## config.mk

```make
export PLATFORM = sky130hd
export DESIGN_NAME = axi_cmd_arbiter_flat
export DESIGN_NICKNAME = d
export VERILOG_FILES = /design/src/rtl/axi_to_ahb_pkg.sv /design/src/rtl/axi_cmd_arbiter_if.sv /design/src/rtl/rr_arb2.sv /design/src/rtl/axi_cmd_arbiter.sv /design/src/flat_wrapper.sv
export SDC_FILE = /design/constraint.sdc
export NUM_CORES = 1
export LEC_CHECK = 0
export ABC_CLOCK_PERIOD_IN_PS = 2850
export BUFFER_PORTS_ARGS = -buffer_cell sky130_fd_sc_hd__buf_2
export CORE_MARGIN = 2
export CORE_UTILIZATION = 30
export CTS_BUF_LIST = sky130_fd_sc_hd__clkbuf_8
export DETAILED_ROUTE_END_ITERATION = 8
export MAX_ROUTING_LAYER = met4
export PLACE_DENSITY = 0.62
export SLEW_MARGIN = 20
export SYNTH_ARGS = -nofsm -noshare
export SYNTH_HDL_FRONTEND = slang
export SYNTH_SLANG_ARGS = --single-unit
```

## constraint.sdc

```tcl
create_clock -name clk -period 2.85 [get_ports clk]
set_input_delay 0.1425 -clock clk [delete_from_list [all_inputs] [get_ports clk]]
set_output_delay 0.1425 -clock clk [all_outputs]
set_load 0.02 [all_outputs]
```

## src/rtl/axi_to_ahb_pkg.sv

```systemverilog
// Shared definitions for the AXI-to-AHB bridge command path.
package axi_to_ahb_pkg;

    // Command FSM state encoding.
    localparam logic [0:0] StIdle  = 1'b0;
    localparam logic [0:0] StIssue = 1'b1;

    // Request/grant vector positions used by the two-way arbiter.
    localparam int unsigned GntWrite = 0;
    localparam int unsigned GntRead  = 1;

    // Width of the outstanding-command counter.
    localparam int unsigned OutstandingWidth = 8;

    // The ID FIFO word is {is_write, id}; the flag sits just above the ID field.
    function automatic int unsigned is_write_bit(input int unsigned id_width);
        return id_width;
    endfunction

endpackage

```

## src/rtl/axi_cmd_arbiter_if.sv

```systemverilog
// Bundle of AXI address channels, AHB command channel, ID FIFO push side and
// completion/outstanding signals around the command arbiter.
interface axi_cmd_arbiter_if #(
    parameter int unsigned AXI_ID_WIDTH   = 8,
    parameter int unsigned AXI_ADDR_WIDTH = 32
);
    // AXI write address channel
    logic                      awvalid;
    logic                      awready;
    logic [AXI_ID_WIDTH-1:0]   awid;
    logic [AXI_ADDR_WIDTH-1:0] awaddr;
    logic [7:0]                awlen;

    // AXI read address channel
    logic                      arvalid;
    logic                      arready;
    logic [AXI_ID_WIDTH-1:0]   arid;
    logic [AXI_ADDR_WIDTH-1:0] araddr;
    logic [7:0]                arlen;

    // Command channel to the AHB master engine
    logic                      cmd_valid;
    logic                      cmd_ready;
    logic                      cmd_write;
    logic [AXI_ADDR_WIDTH-1:0] cmd_addr;
    logic [7:0]                cmd_len;

    // ID FIFO push side
    logic [AXI_ID_WIDTH:0]     idf_data;
    logic                      idf_write_en;
    logic                      idf_full;

    // Response-side completion and outstanding count
    logic                      cpl;
    logic [7:0]                outstanding;

    // Arbiter side
    modport slave (
        input  awvalid, awid, awaddr, awlen,
        input  arvalid, arid, araddr, arlen,
        input  cmd_ready, idf_full, cpl,
        output awready, arready,
        output cmd_valid, cmd_write, cmd_addr, cmd_len,
        output idf_data, idf_write_en, outstanding
    );

    // Environment side
    modport master (
        output awvalid, awid, awaddr, awlen,
        output arvalid, arid, araddr, arlen,
        output cmd_ready, idf_full, cpl,
        input  awready, arready,
        input  cmd_valid, cmd_write, cmd_addr, cmd_len,
        input  idf_data, idf_write_en, outstanding
    );

endinterface

```

## src/rtl/rr_arb2.sv

```systemverilog
// Two-way round-robin arbiter. req[0] is write, req[1] is read. The grant is
// combinational; the last-grant flag only moves when advance is asserted.
module rr_arb2
    import axi_to_ahb_pkg::*;
(
    input  logic       clk,
    input  logic       reset,
    input  logic [1:0] req,
    input  logic       advance,
    output logic [1:0] grant
);

    // 1 = read was granted last, so write has priority on the next tie.
    logic last_read_q;
    logic last_read_d;

    // Pick a winner; on a tie favour the side that did not win last time.
    always_comb begin
        grant = 2'b00;
        unique case (req)
            2'b01:   grant[GntWrite] = 1'b1;
            2'b10:   grant[GntRead]  = 1'b1;
            2'b11: begin
                if (last_read_q) begin
                    grant[GntWrite] = 1'b1;
                end else begin
                    grant[GntRead]  = 1'b1;
                end
            end
            default: grant = 2'b00;
        endcase
    end

    // Remember the winner only when the grant is actually consumed.
    always_comb begin
        last_read_d = last_read_q;
        if (advance) begin
            last_read_d = grant[GntRead];
        end
    end

    // Last-grant register; reset makes write the first tie winner.
    always_ff @(posedge clk) begin
        if (reset) begin
            last_read_q <= 1'b1;
        end else begin
            last_read_q <= last_read_d;
        end
    end

endmodule

```

## src/rtl/axi_cmd_arbiter.sv

```systemverilog
// Arbitrates AXI write/read address requests into a single AHB command
// stream, pushes {is_write, id} into the ID FIFO on every accept and tracks
// the number of commands in flight.
module axi_cmd_arbiter
    import axi_to_ahb_pkg::*;
#(
    parameter int unsigned AXI_ID_WIDTH    = 8,
    parameter int unsigned AXI_ADDR_WIDTH  = 32,
    parameter int unsigned MAX_OUTSTANDING = 128
) (
    input  logic               clk,
    input  logic               reset,
    axi_cmd_arbiter_if.slave   bus
);

    localparam int unsigned IS_WRITE_BIT = is_write_bit(AXI_ID_WIDTH);
    localparam int unsigned CntW         = OutstandingWidth + 1;
    localparam logic [CntW-1:0] MaxOut   = CntW'(MAX_OUTSTANDING);

    logic [0:0]                state_q, state_d;
    logic                      cmd_valid_q, cmd_valid_d;
    logic                      cmd_write_q, cmd_write_d;
    logic [AXI_ADDR_WIDTH-1:0] cmd_addr_q, cmd_addr_d;
    logic [7:0]                cmd_len_q, cmd_len_d;
    logic [OutstandingWidth-1:0] outstanding_q, outstanding_d;

    logic              below_limit;
    logic              can_take;
    logic              slot_free;
    logic [1:0]        req;
    logic [1:0]        grant;
    logic              accept;
    logic              win_write;
    logic              cnt_inc;
    logic              cnt_dec;
    logic [AXI_ID_WIDTH:0] idf_word;

    // A request may only be taken when the ID FIFO has room, the in-flight cap
    // is not reached and we are not in reset.
    always_comb begin
        below_limit = {1'b0, outstanding_q} < MaxOut;
        can_take    = !reset && !bus.idf_full && below_limit;
        req         = 2'b00;
        req[GntWrite] = bus.awvalid && can_take;
        req[GntRead]  = bus.arvalid && can_take;
        // The command slot is free when idle or when the current command
        // is being handed off this cycle.
        slot_free   = (state_q == StIdle) || bus.cmd_ready;
        accept      = slot_free && (req != 2'b00);
    end

    rr_arb2 u_rr_arb2 (
        .clk     (clk),
        .reset   (reset),
        .req     (req),
        .advance (accept),
        .grant   (grant)
    );

    assign win_write = grant[GntWrite];

    // Handshake strobes and ID FIFO word for the accept cycle.
    always_comb begin
        idf_word = '0;
        if (accept) begin
            idf_word[IS_WRITE_BIT]       = win_write;
            idf_word[AXI_ID_WIDTH-1:0]   = win_write ? bus.awid : bus.arid;
        end
    end

    assign bus.awready      = accept && grant[GntWrite];
    assign bus.arready      = accept && grant[GntRead];
    assign bus.idf_write_en = accept;
    assign bus.idf_data     = idf_word;

    // FSM next state and command register load.
    always_comb begin
        state_d     = state_q;
        cmd_valid_d = cmd_valid_q;
        cmd_write_d = cmd_write_q;
        cmd_addr_d  = cmd_addr_q;
        cmd_len_d   = cmd_len_q;
        if (accept) begin
            state_d     = StIssue;
            cmd_valid_d = 1'b1;
            cmd_write_d = win_write;
            cmd_addr_d  = win_write ? bus.awaddr : bus.araddr;
            cmd_len_d   = win_write ? bus.awlen  : bus.arlen;
        end else if ((state_q == StIssue) && bus.cmd_ready) begin
            state_d     = StIdle;
            cmd_valid_d = 1'b0;
        end
    end

    // Outstanding count: accept and completion in one cycle cancel out, and
    // a completion with nothing outstanding is dropped so the count never wraps.
    always_comb begin
        cnt_inc       = accept;
        cnt_dec       = bus.cpl && (outstanding_q != '0);
        outstanding_d = outstanding_q;
        unique case ({cnt_inc, cnt_dec})
            2'b10:   outstanding_d = outstanding_q + 1'b1;
            2'b01:   outstanding_d = outstanding_q - 1'b1;
            default: outstanding_d = outstanding_q;
        endcase
    end

    // State registers; reset drops any pending command.
    always_ff @(posedge clk) begin
        if (reset) begin
            state_q       <= StIdle;
            cmd_valid_q   <= 1'b0;
            cmd_write_q   <= 1'b0;
            cmd_addr_q    <= '0;
            cmd_len_q     <= '0;
            outstanding_q <= '0;
        end else begin
            state_q       <= state_d;
            cmd_valid_q   <= cmd_valid_d;
            cmd_write_q   <= cmd_write_d;
            cmd_addr_q    <= cmd_addr_d;
            cmd_len_q     <= cmd_len_d;
            outstanding_q <= outstanding_d;
        end
    end

    assign bus.cmd_valid   = cmd_valid_q;
    assign bus.cmd_write   = cmd_write_q;
    assign bus.cmd_addr    = cmd_addr_q;
    assign bus.cmd_len     = cmd_len_q;
    assign bus.outstanding = outstanding_q;

endmodule

```

## src/flat_wrapper.sv

```systemverilog
// flat-port wrapper written by rule: the top's interface ports become plain ports
module axi_cmd_arbiter_flat import axi_to_ahb_pkg::*;
#(
    parameter int unsigned AXI_ID_WIDTH    = 8,
    parameter int unsigned AXI_ADDR_WIDTH  = 32,
    parameter int unsigned MAX_OUTSTANDING = 128
)
  (clk, reset, bus_awvalid, bus_awid, bus_awaddr, bus_awlen, bus_arvalid, bus_arid, bus_araddr, bus_arlen, bus_cmd_ready, bus_idf_full, bus_cpl, bus_awready, bus_arready, bus_cmd_valid, bus_cmd_write, bus_cmd_addr, bus_cmd_len, bus_idf_data, bus_idf_write_en, bus_outstanding);
  axi_cmd_arbiter_if #(.AXI_ID_WIDTH(AXI_ID_WIDTH), .AXI_ADDR_WIDTH(AXI_ADDR_WIDTH)) bus_i ();
  input  logic clk;
  input  logic reset;
  input wire logic [$bits(bus_i.awvalid)-1:0] bus_awvalid;
  input wire logic [$bits(bus_i.awid)-1:0] bus_awid;
  input wire logic [$bits(bus_i.awaddr)-1:0] bus_awaddr;
  input wire logic [$bits(bus_i.awlen)-1:0] bus_awlen;
  input wire logic [$bits(bus_i.arvalid)-1:0] bus_arvalid;
  input wire logic [$bits(bus_i.arid)-1:0] bus_arid;
  input wire logic [$bits(bus_i.araddr)-1:0] bus_araddr;
  input wire logic [$bits(bus_i.arlen)-1:0] bus_arlen;
  input wire logic [$bits(bus_i.cmd_ready)-1:0] bus_cmd_ready;
  input wire logic [$bits(bus_i.idf_full)-1:0] bus_idf_full;
  input wire logic [$bits(bus_i.cpl)-1:0] bus_cpl;
  output wire logic [$bits(bus_i.awready)-1:0] bus_awready;
  output wire logic [$bits(bus_i.arready)-1:0] bus_arready;
  output wire logic [$bits(bus_i.cmd_valid)-1:0] bus_cmd_valid;
  output wire logic [$bits(bus_i.cmd_write)-1:0] bus_cmd_write;
  output wire logic [$bits(bus_i.cmd_addr)-1:0] bus_cmd_addr;
  output wire logic [$bits(bus_i.cmd_len)-1:0] bus_cmd_len;
  output wire logic [$bits(bus_i.idf_data)-1:0] bus_idf_data;
  output wire logic [$bits(bus_i.idf_write_en)-1:0] bus_idf_write_en;
  output wire logic [$bits(bus_i.outstanding)-1:0] bus_outstanding;
  assign bus_i.awvalid = bus_awvalid;
  assign bus_i.awid = bus_awid;
  assign bus_i.awaddr = bus_awaddr;
  assign bus_i.awlen = bus_awlen;
  assign bus_i.arvalid = bus_arvalid;
  assign bus_i.arid = bus_arid;
  assign bus_i.araddr = bus_araddr;
  assign bus_i.arlen = bus_arlen;
  assign bus_i.cmd_ready = bus_cmd_ready;
  assign bus_i.idf_full = bus_idf_full;
  assign bus_i.cpl = bus_cpl;
  assign bus_awready = bus_i.awready;
  assign bus_arready = bus_i.arready;
  assign bus_cmd_valid = bus_i.cmd_valid;
  assign bus_cmd_write = bus_i.cmd_write;
  assign bus_cmd_addr = bus_i.cmd_addr;
  assign bus_cmd_len = bus_i.cmd_len;
  assign bus_idf_data = bus_i.idf_data;
  assign bus_idf_write_en = bus_i.idf_write_en;
  assign bus_outstanding = bus_i.outstanding;
  axi_cmd_arbiter #(.AXI_ID_WIDTH(AXI_ID_WIDTH), .AXI_ADDR_WIDTH(AXI_ADDR_WIDTH), .MAX_OUTSTANDING(MAX_OUTSTANDING)) u_core (.clk(clk), .reset(reset), .bus(bus_i));
endmodule
```

==> results of run 1 <==
-- power breakdown --
part           internal [mW]  switching, mW  total (mW)
Combinational          0.545          0.778        1.32
Sequential             0.839          0.107       0.946
Clock                  0.254          0.235       0.490
Total                   1.64           1.12        2.76
-- Yosys cell counts, drive strengths merged (3+ instances only) --
cell type | n | area (sq um)
nor2 | 56 | 315
dfxtp | 51 | 1020
mux2i | 49 | 490
a211oi | 40 | 500
buf | 21 | 185
a21oi | 7 | 35.0
ha | 7 | 87.6
inv | 5 | 18.8
nor3 | 4 | 31.3
o21ai | 4 | 31.3
nand2 | 3 | 11.3
o21a | 3 | 22.5
-- repair_timing --
action,CTS,global route
setup buffers,0,0
setup endpoints to repair,0,1
resized for setup,0,1
-- layout make-up --
cell class | instances | area (sq um) | area share [%]
clock inverter | 2 | 33.8 | 0.849
multi-input combinational | 207 | 1800 | 45.2
timing repair buffer | 167 | 856 | 21.5
inverter | 6 | 35.0 | 0.881
clock buffer | 5 | 68.8 | 1.73
sequential | 51 | 1020 | 25.7
tap | 133 | 166 | 4.18
-- registers in the layout, summed over array words and instances (netlist names) --
signal                        count
u_core.bus.outstanding            8
u_core.state_q                    1
u_core.bus.cmd_addr              32
u_core.u_rr_arb2.last_read_q      1
u_core.bus.cmd_len                8
u_core.bus.cmd_write              1
-- kinds of logic after synthesis --
kind of cell	share of synthesized area, %
AO/OA/AOI/OAI	22.5
XOR/XNOR	0.867
adder cells (fa/ha/maj)	3.55
buffers and inverters	7.39
flip-flops	33.7
multiplexers	16.2
AND/OR/NAND/NOR	15.8
-- critical path, cell delays in order, from the launching register on --
cell	delay, ns
dfxtp_1	0.39
nor3_4	0.25
and2_4	0.20
o21ai_4	0.06
ha_2	0.26
ha_1	0.36
a21o_1	0.21
a31o_1	0.23
o21a_1	0.18
o311ai_1	0.23
o41ai_1	0.11
-- final timing paths --
kind / cells after the start / slack (ns) / endpoint / from
max: 10 / 0.27 / u_core.bus.outstanding[7] / u_core.bus.outstanding[7]
min: 3 / 0.13 / u_core.state_q / bus_cmd_ready
min reg2reg: 2 / 0.51 / u_core.state_q / u_core.state_q
max reg2reg: 10 / 0.27 / u_core.bus.outstanding[7] / u_core.bus.outstanding[7]
-- per-layer routing --
metal	up-vias	part of all wire, %
met5	-	0
met4	0	0.22
met3	6	7.4
met2	92	49
met1	1249	43
li1	1331	-
==> flow_metrics.tcl, run 1 <==
set metrics [dict create \
    outcome "finished clean" \
    finish.utilization_pct 40.7 \
    hold_class "primary input to flop" \
    vias 2678 \
    crit_arrival_ns 2.76 \
    synthArstFlopShare_pct 0 \
    p_leak_nw 2.05 \
    crit_required_ns 3.03 \
    dp_cells 564 \
    initial_utilization_pct 31.0 \
    hold_viol 0 \
    slew_viol_final 0 \
    yosys_warnings 0 \
    pin_count 165 \
    core-area_sq_um 9770 \
    preCtsSetupSlack_ns 0.169 \
    critical_path_class "flop to flop" \
    clock_latency_ns 0.30 \
    power_density_nw_per_um2 693 \
    use_met3_pct 3.95 \
    die_area_sq_um 10900 \
    fill_cells 967 \
    clock_skew_ns 0.00891 \
    max-cap-violations 0 \
    gp_congestion 0.749 \
    fin_crit_sh_pct 90.6 \
    clk_path_buf_depth 2 \
    grt-ovfl-total 0 \
    nNetsFinal 549 \
    fin_tns_setup_ns 0 \
    rsz0062_at_grt "false" \
    routed_wl_microns 7180 \
    worst_setup_path_start_kind "flop" \
    hold_buffers 0 \
    worst_hold_slack_ns 0.127 \
    fmax_mhz 387 \
    grt_antenna_before_repair 0 \
    grt_use_total_pct 13.5 \
    ys_ff_latch 51 \
    syn2layout_area_growth_pct 31.2 \
    drc 0 \
    crit_fanout 9 \
    ys_types 48 \
    grt_max_degree 82 \
    die_y_microns 105 \
    grt_pass1_vias 2590 \
    wl_per_cell_microns 12.6 \
    viasPerCell 4.69 \
    drt_iter0_drc 94 \
    post-route-min-period_ns 2.58 \
    cts.sinks 51 \
    drtAntennaViolNets 0 \
    avgSynthCellArea_sq_um 10.6 \
    dp_hpwl_microns 5380 \
    cts_tree "built" \
    grt_use_met1_pct 15.8 \
    synth_edf_count 0 \
    drtPass1Iterations 4 \
    ys.flop_type "dfxtp_1" \
    slew_headroom_pct 47.9 \
    antenna_cells 0 \
    final_cell_mix "buf_2, dfxtp_1, mux2i_1" \
    instances_no_fill 571 \
    cts-root-buf "clkbuf_8" \
    finalPower_mw 2.76 \
    cts.reportedPaths.clkPinSlew_ns 0.10 \
    worst_setup_path_end_kind "flop" \
    use_met2_pct 22.8 \
    core.rowCount 36 \
    tightest_slew_ns 0.781 \
    setup_viol 0 \
    die_w_microns 105 \
    top_usage_layer "met2" \
    placed_area_sq_um 3870 \
    drive_above_1_share_pct 59.4 \
    fin_ws_ns 0.267 \
    grt_first_pass_wirelength_microns 12000 \
    synth_area_sq_um 3030 \
    synthCells 286 \
    finalInstanceArea_sq_um 3980 \
    ctsHtreeMaxLevel 2 \
    port_buffers 164 \
    cts_buffers 5 \
    irDropWorstVdd_uv 474 \
    mostFrequentLayoutCell "buf_2" \
    seq_area_frac_synth_pct 33.7 \
    syn_nets 397 \
]
No activity file was read; power rests on OpenSTA's default activity.
==> run 2: changes to the inputs <==
==> constraint.sdc (replaced) <==
create_clock -name clk -period 2.85 [get_ports clk]
set_input_delay 0.1425 -clock clk [delete_from_list [all_inputs] [get_ports clk]]
set_output_delay 0.1425 -clock clk [all_outputs]
set_load 0.1 [all_outputs]
==> run 2 against run 1 <==
Effect of this change:
- cell count increased by 0.18%
- final area is 4.3% higher
- sequential share of layout area decreased by 0.68 points
- clock skew decreased by 0.0043 ns
- critical path depth stayed put
- sequential cell count is the same
- critical path type unchanged
- critical endpoint unchanged
==> flow_metrics.tcl, run 2 (synthesis gave the netlist of run 1 again) <==
set metrics [dict create \
    clock_latency_ns 0.30 \
    cts.reportedPaths.clkPinSlew_ns 0.09 \
    grt_max_degree 82 \
    pin_count 165 \
    antenna_cells 0 \
    mostFrequentLayoutCell "buf_2" \
    pwr-share-clk_pct 13.0 \
    instances_no_fill 572 \
    dp_cells 564 \
    final_cell_mix "buf_2, mux2i_1, dfxtp_1" \
    max-cap-violations 0 \
    worst_setup_path_start_kind "flop" \
    largest_reg_flops 32 \
    crit_arrival_ns 2.84 \
    rrSetupSlack_ns 0.18 \
    wl_per_cell_microns 13.2 \
    cts_buffers 5 \
    grt_use_total_pct 14.1 \
    die_area_sq_um 10900 \
    drive_above_1_share_pct 61.7 \
    gp_congestion 0.816 \
    p_sw_mw 1.95 \
    fin_tns_setup_ns 0 \
    fin_crit_sh_pct 93.6 \
    viasPerCell 4.63 \
    p_int_mw 1.65 \
    clk_path_buf_depth 2 \
    hold_class "primary input to flop" \
    nNetsFinal 549 \
    irDropWorstVdd_uv 832 \
    worst_setup_path_end_kind "flop" \
    grt_antenna_before_repair 0 \
    dp_hpwl_microns 5620 \
    grt_first_pass_wirelength_microns 12400 \
    syn2layout_area_growth_pct 36.9 \
    hold_viol 0 \
    cts.sinks 51 \
    slew_viol_final 0 \
    core-area_sq_um 9770 \
    cts_tree "built" \
    power_density_nw_per_um2 868 \
    port_buffers 164 \
    die_y_microns 105 \
    drc 0 \
    p_leak_nw 2.08 \
    core.rowCount 36 \
    ctsHtreeMaxLevel 2 \
    setup_viol 0 \
    grt_pass1_vias 2580 \
    routed_wl_microns 7540 \
    combPwrFrac_pct 60.2 \
    power_frac_seq_pct 26.8 \
    initial_utilization_pct 31.0 \
    cts-root-buf "clkbuf_8" \
    hold_buffers 0 \
    outcome "finished clean" \
    drt_iter0_drc 48 \
    crit_fanout 9 \
    grt-ovfl-total 0 \
    netSwitchingFraction_pct 54.2 \
    fmax_mhz 375 \
    tightest_slew_ns 0.789 \
    slew_headroom_pct 47.4 \
    post-route-min-period_ns 2.67 \
    drtAntennaViolNets 0 \
    rsz0062_at_grt "false" \
    critical_path_class "flop to flop" \
    drtPass1Iterations 4 \
    crit_required_ns 3.03 \
    vias 2648 \
    die_w_microns 105 \
    clock_skew_ns 0.00458 \
]
-- run 2: changes by cell type in the layout (fill, tap and decap cells not counted), moves of 2 or more --
cell,previous run,this run
buf_2,164,153
buf_12,1,11
dfxtp_1,51,42
dfxtp_2,0,7
clkbuf_8,5,7
dfxtp_4,0,2
-- run 2: path summary, 6_finish.rpt --
kind	to	from	cells after the start
max	u_core.bus.outstanding[7]	u_core.bus.outstanding[7]	10
min	u_core.state_q	bus_cmd_ready	3
max reg2reg	u_core.bus.outstanding[7]	u_core.bus.outstanding[7]	10
min reg2reg	u_core.bus.outstanding[4]	u_core.bus.outstanding[4]	2
-- run 2: layout make-up --
type	count	area (sq um)
clock buffer	7	96.3
clock inverter	1	6.26
fill	990	5620
inverter	6	35.0
multi-input combinational	207	1800
sequential	51	1040
tap	133	166
timing repair buffer	167	1010
-- run 2: stage by stage --
stage               worst slack (ns)  power, mW  hold slack (ns)  utilization, %  area, sq um
global route                  0.0229       3.80            0.131            42.5         4150
floorplan                     0.0769       2.78            0.315               -         3050
finish                         0.183       3.60            0.114            42.5         4150
CTS                            0.193       3.63           0.0979            42.4         4140
detailed placement             0.221       3.14            0.454            41.3         4040
global placement               0.254       3.11            0.441            41.3         4040
-- run 2: power groups by stage --
stage          combinational [mW]  clock (mW)  sequential, mW
2_1_floorplan               0.947           0            1.84
3_3_place_gp                 2.14           0           0.968
3_5_place_dp                 2.16           0           0.976
4_1_cts                      2.17       0.502           0.962
5_1_grt                      2.30       0.527           0.983
6_report                     2.17       0.468           0.966
-- run 2: worst max-delay path: stages, from the launching register on --
cell	delay [ns]
dfxtp_4	0.38
nor3_4	0.23
and2_4	0.21
o21ai_4	0.06
ha_1	0.31
ha_1	0.38
a21o_1	0.21
a31o_1	0.23
o21a_1	0.18
o311ai_1	0.23
o41ai_1	0.11
-- run 2: per-layer routing --
metal  vias up  share of wire (%)  track usage [%]  wire [microns]
met1      1197                 43             16.5            3270
met5         -                  0                -               0
li1       1340                  -                -               -
met4         0                1.2             4.54              94
met3        10                7.2             4.26             546
met2       101                 48             23.2            3630
-- run 2: what timing repair did --
item	in CTS	in global routing
setup buffers	0	0
endpoints found under the setup margin	0	1
gates resized for setup	0	1
